$ cat src/rtl/sim_dev_arbiter.sv
// sim_dev_arbiter: two-requester round-robin arbiter and sequencer in front
// of the single-outstanding simulation device port. in0 carries instruction
// fetches and in1 carries data accesses. One transaction is in flight at a
// time. A watchdog bounds the wait for the device response and substitutes a
// synthetic 0xDEADBEEF response when it fires.
//
// Handshake rule for every valid/ready pair on this block: a transfer happens
// on a rising clock edge where both valid and ready are 1. A source holds valid
// and its payload stable until that edge. Valid never waits on ready. The
// response path is the only exception where ready depends combinationally on
// the owner's resp_ready (out_resp_ready = owner resp_ready in WAIT_RESP).
module sim_dev_arbiter #(
  parameter int unsigned TIMEOUT = 1024
) (
  input  logic        clock,
  input  logic        reset,

  input  logic        in0_req_valid,
  output logic        in0_req_ready,
  input  logic        in0_req_bits_is_cached,
  input  logic        in0_req_bits_is_aligned,
  input  logic [31:0] in0_req_bits_addr,
  input  logic [31:0] in0_req_bits_data,
  input  logic        in0_req_bits_func,
  input  logic [3:0]  in0_req_bits_wstrb,
  output logic        in0_resp_valid,
  input  logic        in0_resp_ready,
  output logic [31:0] in0_resp_bits_data,

  input  logic        in1_req_valid,
  output logic        in1_req_ready,
  input  logic        in1_req_bits_is_cached,
  input  logic        in1_req_bits_is_aligned,
  input  logic [31:0] in1_req_bits_addr,
  input  logic [31:0] in1_req_bits_data,
  input  logic        in1_req_bits_func,
  input  logic [3:0]  in1_req_bits_wstrb,
  output logic        in1_resp_valid,
  input  logic        in1_resp_ready,
  output logic [31:0] in1_resp_bits_data,

  output logic        out_req_valid,
  input  logic        out_req_ready,
  output logic        out_req_bits_is_cached,
  output logic        out_req_bits_is_aligned,
  output logic [31:0] out_req_bits_addr,
  output logic [31:0] out_req_bits_data,
  output logic        out_req_bits_func,
  output logic [3:0]  out_req_bits_wstrb,

  input  logic        out_resp_valid,
  output logic        out_resp_ready,
  input  logic [31:0] out_resp_bits_data,

  output logic        timeout_err,
  output logic [1:0]  dbg_state
);

  localparam int unsigned CNT_W = (TIMEOUT > 2) ? $clog2(TIMEOUT) : 1;
  localparam logic [CNT_W-1:0] CNT_LAST = CNT_W'(TIMEOUT - 1);
  localparam logic [31:0] SYNTH_DATA = 32'hDEAD_BEEF;

  typedef enum logic [1:0] {
    IDLE      = 2'd0,
    SEND      = 2'd1,
    WAIT_RESP = 2'd2
  } state_t;

  state_t           state;
  state_t           state_nxt;
  logic             owner;
  logic             rr_next;
  logic             to_pending;
  logic [CNT_W-1:0] wd_cnt;

  logic             grant;
  logic             grant_vld;
  logic             req_fire;
  logic             own_resp_ready;
  logic             resp_valid_mux;
  logic [31:0]      resp_data_mux;
  logic             dev_fire;
  logic             synth_fire;
  logic             resp_done;
  logic             wd_fire;

  assign dbg_state = state;

  // Grant selection, response muxing and the fire/watchdog strobes.
  always_comb begin
    grant_vld      = in0_req_valid | in1_req_valid;
    grant          = 1'b0;
    if (in0_req_valid && in1_req_valid) begin
      grant = rr_next;
    end else if (in1_req_valid) begin
      grant = 1'b1;
    end
    req_fire       = (state == IDLE) && grant_vld;
    own_resp_ready = owner ? in1_resp_ready : in0_resp_ready;
    resp_valid_mux = to_pending ? 1'b1 : out_resp_valid;
    resp_data_mux  = to_pending ? SYNTH_DATA : out_resp_bits_data;
    dev_fire       = (state == WAIT_RESP) && !to_pending && out_resp_valid && own_resp_ready;
    synth_fire     = (state == WAIT_RESP) && to_pending && own_resp_ready;
    resp_done      = dev_fire | synth_fire;
    // Watchdog fires on the last allowed WAIT_RESP cycle without a response.
    wd_fire        = (state == WAIT_RESP) && !to_pending && !dev_fire && (wd_cnt == CNT_LAST);
  end

  // Next-state and handshake outputs; everything defaults to idle values.
  always_comb begin
    state_nxt          = state;
    in0_req_ready      = 1'b0;
    in1_req_ready      = 1'b0;
    out_req_valid      = 1'b0;
    out_resp_ready     = 1'b0;
    in0_resp_valid     = 1'b0;
    in1_resp_valid     = 1'b0;
    in0_resp_bits_data = '0;
    in1_resp_bits_data = '0;
    case (state)
      IDLE: begin
        in0_req_ready = grant_vld && !grant;
        in1_req_ready = grant_vld && grant;
        if (grant_vld) state_nxt = SEND;
      end
      SEND: begin
        out_req_valid = 1'b1;
        if (out_req_ready) state_nxt = WAIT_RESP;
      end
      WAIT_RESP: begin
        // Device is stalled while the synthetic response is pending.
        out_resp_ready = !to_pending && own_resp_ready;
        if (owner) begin
          in1_resp_valid     = resp_valid_mux;
          in1_resp_bits_data = resp_data_mux;
        end else begin
          in0_resp_valid     = resp_valid_mux;
          in0_resp_bits_data = resp_data_mux;
        end
        if (resp_done) state_nxt = IDLE;
      end
      default: state_nxt = IDLE;
    endcase
  end

  // State register.
  always_ff @(posedge clock or negedge reset) begin
    if (!reset) begin
      state <= IDLE;
    end else begin
      state <= state_nxt;
    end
  end

  // Latch the winner's request fields and its identity on the input fire.
  always_ff @(posedge clock or negedge reset) begin
    if (!reset) begin
      owner                   <= 1'b0;
      out_req_bits_is_cached  <= 1'b0;
      out_req_bits_is_aligned <= 1'b0;
      out_req_bits_addr       <= '0;
      out_req_bits_data       <= '0;
      out_req_bits_func       <= 1'b0;
      out_req_bits_wstrb      <= '0;
    end else if (req_fire) begin
      owner                   <= grant;
      out_req_bits_is_cached  <= grant ? in1_req_bits_is_cached  : in0_req_bits_is_cached;
      out_req_bits_is_aligned <= grant ? in1_req_bits_is_aligned : in0_req_bits_is_aligned;
      out_req_bits_addr       <= grant ? in1_req_bits_addr       : in0_req_bits_addr;
      out_req_bits_data       <= grant ? in1_req_bits_data       : in0_req_bits_data;
      out_req_bits_func       <= grant ? in1_req_bits_func       : in0_req_bits_func;
      out_req_bits_wstrb      <= grant ? in1_req_bits_wstrb      : in0_req_bits_wstrb;
    end
  end

  // Round-robin pointer: after any completed response the other side is favoured.
  always_ff @(posedge clock or negedge reset) begin
    if (!reset) begin
      rr_next <= 1'b0;
    end else if (resp_done) begin
      rr_next <= ~owner;
    end
  end

  // Watchdog counter (saturating) and synthetic-response pending flag.
  always_ff @(posedge clock or negedge reset) begin
    if (!reset) begin
      wd_cnt     <= '0;
      to_pending <= 1'b0;
    end else if (state == SEND && out_req_ready) begin
      wd_cnt     <= '0;
      to_pending <= 1'b0;
    end else if (state == WAIT_RESP) begin
      if (resp_done) begin
        to_pending <= 1'b0;
      end else begin
        if (wd_cnt != CNT_LAST) wd_cnt <= wd_cnt + 1'b1;
        if (wd_fire) to_pending <= 1'b1;
      end
    end
  end

  // Sticky timeout flag, cleared only by reset.
  always_ff @(posedge clock or negedge reset) begin
    if (!reset) begin
      timeout_err <= 1'b0;
    end else if (wd_fire) begin
      timeout_err <= 1'b1;
    end
  end

endmodule

$ cat config.mk
export PLATFORM = sky130hd
export DESIGN_NAME = sim_dev_arbiter
export DESIGN_NICKNAME = d
export VERILOG_FILES = /design/src/rtl/sim_dev_arbiter.sv
export SDC_FILE = /design/constraint.sdc
export NUM_CORES = 1
export LEC_CHECK = 0
export CAP_MARGIN = 20
export CELL_PAD_IN_SITES_DETAIL_PLACEMENT = 0
export CELL_PAD_IN_SITES_GLOBAL_PLACEMENT = 2
export CORE_ASPECT_RATIO = 0.9
export CORE_MARGIN = 2
export CORE_UTILIZATION = 20
export CTS_BUF_LIST = sky130_fd_sc_hd__clkbuf_8 sky130_fd_sc_hd__clkbuf_16
export CTS_CLUSTER_SIZE = 24
export DETAILED_ROUTE_END_ITERATION = 7
export HOLD_SLACK_MARGIN = 0.15
export PLACE_DENSITY_LB_ADDON = 0.1
export SYNTH_ARGS = -nofsm -noshare
export SYNTH_HDL_FRONTEND = slang
export SYNTH_SLANG_ARGS = --single-unit
$ cat constraint.sdc
create_clock -name clock -period 3.3 [get_ports clock]
set_input_delay 0.66 -clock clock [delete_from_list [all_inputs] [get_ports clock]]
set_output_delay 0.66 -clock clock [all_outputs]
set_load 0.02 [all_outputs]
After elaboration in Yosys (flattened, before gate mapping). Cells that the tools add are included.

Word-level logic and storage cells: 82. Register bits after elaboration: 87. Bits of input ports: 182. Output and inout bits: 144.

Add/sub/neg operators: 1. Reduce and logical (&&, ||, !) cells: 23. Multiplexer cells: 35. Bitwise logic cells: 3. Equal/unequal tests: 8.

Operators by type and width (count): $mux 32 (7); $mux 10 (4); $mux 1 (19); $logic_and 1x1->1 (13); $add 10x1->10 const B (1); $eq 10x10->1 const B (1); $ne 10x10->1 const B (1); $mux 2 (3); $ne 2x2->1 const B (3); $pmux 2 s3 (1); $reduce_and 3->1 (2); $mux 4 (1); $reduce_bool 2->1 (2); $logic_not 1->1 (3); $reduce_bool 3->1 (1); $eq 2x1->1 const B (1); $eq 2x2->1 const B (1); $logic_not 2->1 (1); $ne 2x1->1 const B (1); $or 1x1->1 (2); $reduce_and 2->1 (1); $not 1->1 (1).

Logic depth before layout (Yosys ltp).
Depth in word-level cells: 11. Depth in mapped cells: 7. Mapped depth without buffers: 5.

Worst setup path after synthesis. OpenSTA, ideal clock, no wires.

Kind: input port to output port. Start point: input port in0_req_valid. End point: output port in0_req_ready. Stages: 6. Path buffers: 3. Data arrival time: 1.466 ns. Data required time: 2.640 ns. Path slack: 1.174 ns. Cells stage by stage: inv_1 -> o21ai_1 -> buf_4 -> nor2b_1 -> buf_2 -> buf_4.

Word-level cells in the longest chain between the ends: 5. Elaborated cells between the ends (all ways): 6. Those cells by class: 2 x mux; 1 x bitwise; 3 x reduce/logical.

RTL lines: start, declared (line 18) `input logic in0_req_valid,`; $logic_and 1x1->1 (line 93) `if (in0_req_valid && in1_req_valid) begin`; $mux 1 (line 93); $logic_not 1->1 (line 122) `in0_req_ready = grant_vld && !grant;`; $logic_and 1x1->1 * (line 122); $mux 1 * (line 120) `case (state)`; end, declared (line 19) `output logic in0_req_ready,`.

Every way passes the cells marked *; elsewhere a longest branch is shown, timed or not.

Worst setup path in the final report.
Start point: input port in1_req_valid. End point: output port in1_req_ready.

Word-level cells in the longest chain between the ends: 4. Elaborated cells between the ends (all ways): 6. Those cells by class: 3 x mux; 1 x bitwise; 2 x reduce/logical.

RTL lines: start, declared (line 30) `input logic in1_req_valid,`; $mux 1 / $logic_and 1x1->1 (equally long branches) (line 95, 93); $mux 1 (line 93); $logic_and 1x1->1 * (line 123) `in1_req_ready = grant_vld && grant;`; $mux 1 * (line 120); end, declared (line 31) `output logic in1_req_ready,`.

Marks and branches as above.

==> impl_metrics.yaml <==
die:
  num_rows: 51
  initial_utilization_pct: 20.52
  design.die.area_mm2: 0.02354
  die_w_um: 161.5
  core_region_area_mm2: 0.02176
  boundaryPins: 326
  die_h_um: 145.8
worst_setup_path:
  crit_slowest_cell: "clkdlybuf4s50_1"
  crit-reg2reg-capture: "out_req_bits_addr[30]"
  crit_path_leading_delay_family: "buffers and inverters"
  crit_start: "in1_req_valid"
  critPathCaptureType: "output pin"
  worstPathCellList: "clkdlybuf4s50_1 > o21ai_4 > buf_4 > nor3_2 > clkdlybuf4s50_1"
  timing.critical_path.mode_cell: "clkdlybuf4s50_1"
  regToRegStartpoint: "dbg_state[1]"
  timing.critical_path.fanout_max: 2
  cp_data_arrival_time_ps: 2450
  crit_type: "in2out"
  regToRegSetupSlack_ps: 1280
  required_ps: 2640
  critPathMaxStageDelay_ps: 690
  worst_r2r_path_depth: 6
  cp.buffers_inverters: 3
  startpoint_type: "input port"
cells_and_area:
  nets: 968
  layout-drive-gt1-share_pct: 4.684
  syn2layout_area_growth_pct: 87.11
  finalCoreUtilization_pct: 38.40
  stdcell_area_mm2: 0.008356
  insertedDiodeCount: 0
global_routing:
  grt_antenna_before_repair: 0
  global_route.overflow_total: 0
  grt_pass1_vias: 4927
  global_route.usage.total_pct: 15.52
  largest_net_degree_at_the_start_of_global_routing: 109
  grt_pass1_wl_um: 28320
placed_design:
  dp_hpwl_um: 13870
  dp_area_mm2: 0.008009
  gp_congestion: 0.8642
  portBuffers: 325
clocking:
  max-clock-path-buffers: 2
  cts_tree: "done"
  postCtsHoldBufs: 0
  inserted_clock_buffers: 9
  clock-sinks: 87
  cts_htree_levels: 3
  clk-insertion-delay-late_ps: 340
  cts_root_buf: "clkbuf_16"
  post-cts-setup-buffers: 0
  post_cts_resize_count: 0
  clk_transition_reported_paths_ps: 70
power:
  leakage_uw: 0.003461
  power_density_mw_per_mm2: 770.7
  ir_drop_mv: 0.3566
synthesis:
  post_synthesis_adder_cell_area_fraction_pct: 0.2802
  synth-seq-area-share_pct: 48.75
  yosys.area_share.xor_xnor_pct: 0
  total_of_flip_flops_plus_latches_after_synthesis: 87
  synth_top_family_by_area: "simple AND/OR/NAND/NOR gates"
  synth_mux_area_share_pct: 9.695
  yosys.cell_types.count: 36
  synthSimpleGateAreaFrac_pct: 21.46
  synth_fp_nets: 655
  synth_compound_gate_area_share_pct: 15.16
  synthesis.yosys.warnings: 0
  avgSynthCellArea_um2: 9.461
  syn_inst: 472
  synth_area_mm2: 0.004466
detailed_routing:
  drcViolationCount: 0
  detail_route.vias_per_cell: 4.295
  antenna_violating_nets_post_route: 0
  routed_wire_length_per_instance_um: 17.26
  total_vias_in_the_final_route: 4643
  routed_wl_um: 18650
  dr.pass1.iters: 4
  drt_first_iter_violations: 172
timing:
  max_slew.worst_pin.slew_ps: 974.0
  clock-skew-final_ps: 7.178
  fmax_mhz: 321.4
  hold_violations: 0
  finalSetupViolCount: 0
  timing.final.crit_share_pct: 94.29
  slew_headroom_pct: 35.06
  setup_repair_after_global_routing_missed_its_margin: "false"
  tns_ps: 0
  finalMaxSlewViolations: 0
  layout_min_cycle_time_ps: 3112
hold_path:
  holdCritPathClass: "in2async"
flow_run:
  drv_cap: 0
outcome:
  status: "complete, no violations"
==> Yosys cell counts <==
| master | count | area (µm²) |
|---|---|---|
| a211oi_1 | 1 | 7.510 |
| a21o_1 | 1 | 7.510 |
| a21oi_1 | 6 | 30.03 |
| a221o_1 | 36 | 360.4 |
| a31o_2 | 1 | 8.760 |
| and2_1 | 39 | 244.0 |
| and2b_2 | 1 | 8.760 |
| and3_1 | 2 | 12.51 |
| and4_1 | 2 | 17.52 |
| buf_1 | 1 | 3.750 |
| buf_2 | 4 | 20.02 |
| buf_4 | 8 | 60.06 |
| buf_6 | 4 | 45.04 |
| clkbuf_1 | 17 | 63.81 |
| clkinv_1 | 1 | 3.750 |
| dfrtp_1 | 87 | 2177 |
| ha_1 | 1 | 12.51 |
| inv_1 | 3 | 11.26 |
| mux2i_1 | 41 | 410.4 |
| mux2i_4 | 1 | 22.52 |
| nand2_1 | 57 | 214.0 |
| nand2b_1 | 4 | 25.02 |
| nand3_1 | 1 | 5.000 |
| nor2_1 | 92 | 345.3 |
| nor2b_1 | 1 | 6.260 |
| nor3_1 | 8 | 40.04 |
| nor3b_2 | 1 | 12.51 |
| o2111ai_1 | 1 | 8.760 |
| o2111ai_2 | 1 | 15.01 |
| o21ai_0 | 40 | 200.2 |
| o21ai_1 | 1 | 5.000 |
| o21ai_2 | 2 | 17.52 |
| o2bb2ai_1 | 1 | 8.760 |
| o31ai_1 | 1 | 7.510 |
| or3_1 | 3 | 18.77 |
| or3b_1 | 1 | 8.760 |
==> worst reg2reg max path, delay by kind of cell (launching register included) <==
| kind | cells | cell delay [ps] |
|---|---|---|
| DFF | 1 | 380 |
| and+or+nand+nor | 2 | 580 |
| AOI/OAI and AO/OA | 2 | 380 |
| buffers and inverters | 2 | 580 |
==> sequential cells by signal, summed over array words and instances (netlist names) <==
name	cells
dbg_state	2
out_req_bits_data	32
out_req_bits_is_aligned	1
rr_next	1
out_req_bits_is_cached	1
wd_cnt	10
owner	1
out_req_bits_addr	32
out_req_bits_wstrb	4
timeout_err	1
out_req_bits_func	1
to_pending	1
==> cell type report <==
class | count | area [µm²]
tap | 291 | 364.1
fill | 2191 | 13400
clock inverter | 6 | 107.6
clock buffer | 10 | 239.0
timing repair buffer | 336 | 3346
multi-input combinational | 347 | 2107
inverter | 4 | 15.01
sequential | 87 | 2177
==> worst max path at each step <==
stage / cells past startpoint / slack, ps / end
finish: 5 / 190 / in1_req_ready
global route: 5 / 110 / in1_req_ready
CTS: 5 / 160 / in1_req_ready
detailed placement: 5 / 190 / in1_req_ready
global placement: 5 / 200 / in1_req_ready
floorplan: 6 / 1170 / in0_req_ready
==> metal layers <==
layer  up-vias  global-route usage (%)  share of wire, %  wire [µm]
li1       2248                       -                 -          -
met1      2157                   17.54                40       7375
met2       225                   26.45                48       8899
met3        13                   7.239                12       2161
met4         0                   3.929               1.2        216
met5         -                       0                 0          0
==> layout by cell type, fill, tap and decap left out, types with 4 or more instances in the layout <==
| cell type | netlist | layout |
|---|---|---|
| clkdlybuf4s50_1 | 0 | 324 |
| nor2_1 | 92 | 92 |
| dfrtp_1 | 87 | 87 |
| nand2_1 | 57 | 57 |
| mux2i_1 | 41 | 41 |
| o21ai_0 | 40 | 40 |
| and2_1 | 39 | 39 |
| a221o_1 | 36 | 36 |
| buf_4 | 8 | 11 |
| clkbuf_16 | 0 | 9 |
| nor3_1 | 8 | 7 |
| a21oi_1 | 6 | 6 |
| nand2b_1 | 4 | 4 |
| inv_1 | 3 | 4 |
==> metrics by stage <==
stage                     power (µW)  std cells  setup slack (ps)  hold slack [ps]
final                           6440       1081             188.4            354.0
after global routing            6855       1081             112.9            392.7
after CTS                       6555       1081             163.4            391.2
after detailed placement        5287       1065             187.1            469.3
after global placement          5277       1065             202.6            456.0
after floorplan                 3551        472              1174            364.4
==> kinds of logic (layout without fill, tap and decap cells) <==
family | Yosys count | count (layout)
simple gates | 212 | 212
mux | 42 | 42
flops | 87 | 87
buf+inv | 38 | 356
fa+ha+maj | 1 | 1
compound gates | 92 | 92
==> power breakdown <==
group	internal (µW)	switching [µW]	leakage, µW
Clock	760	450	0.000174
Sequential	1530	256	0.00108
Combinational	1660	1780	0.00221
Note: power is estimated with default switching activity, not from simulation.
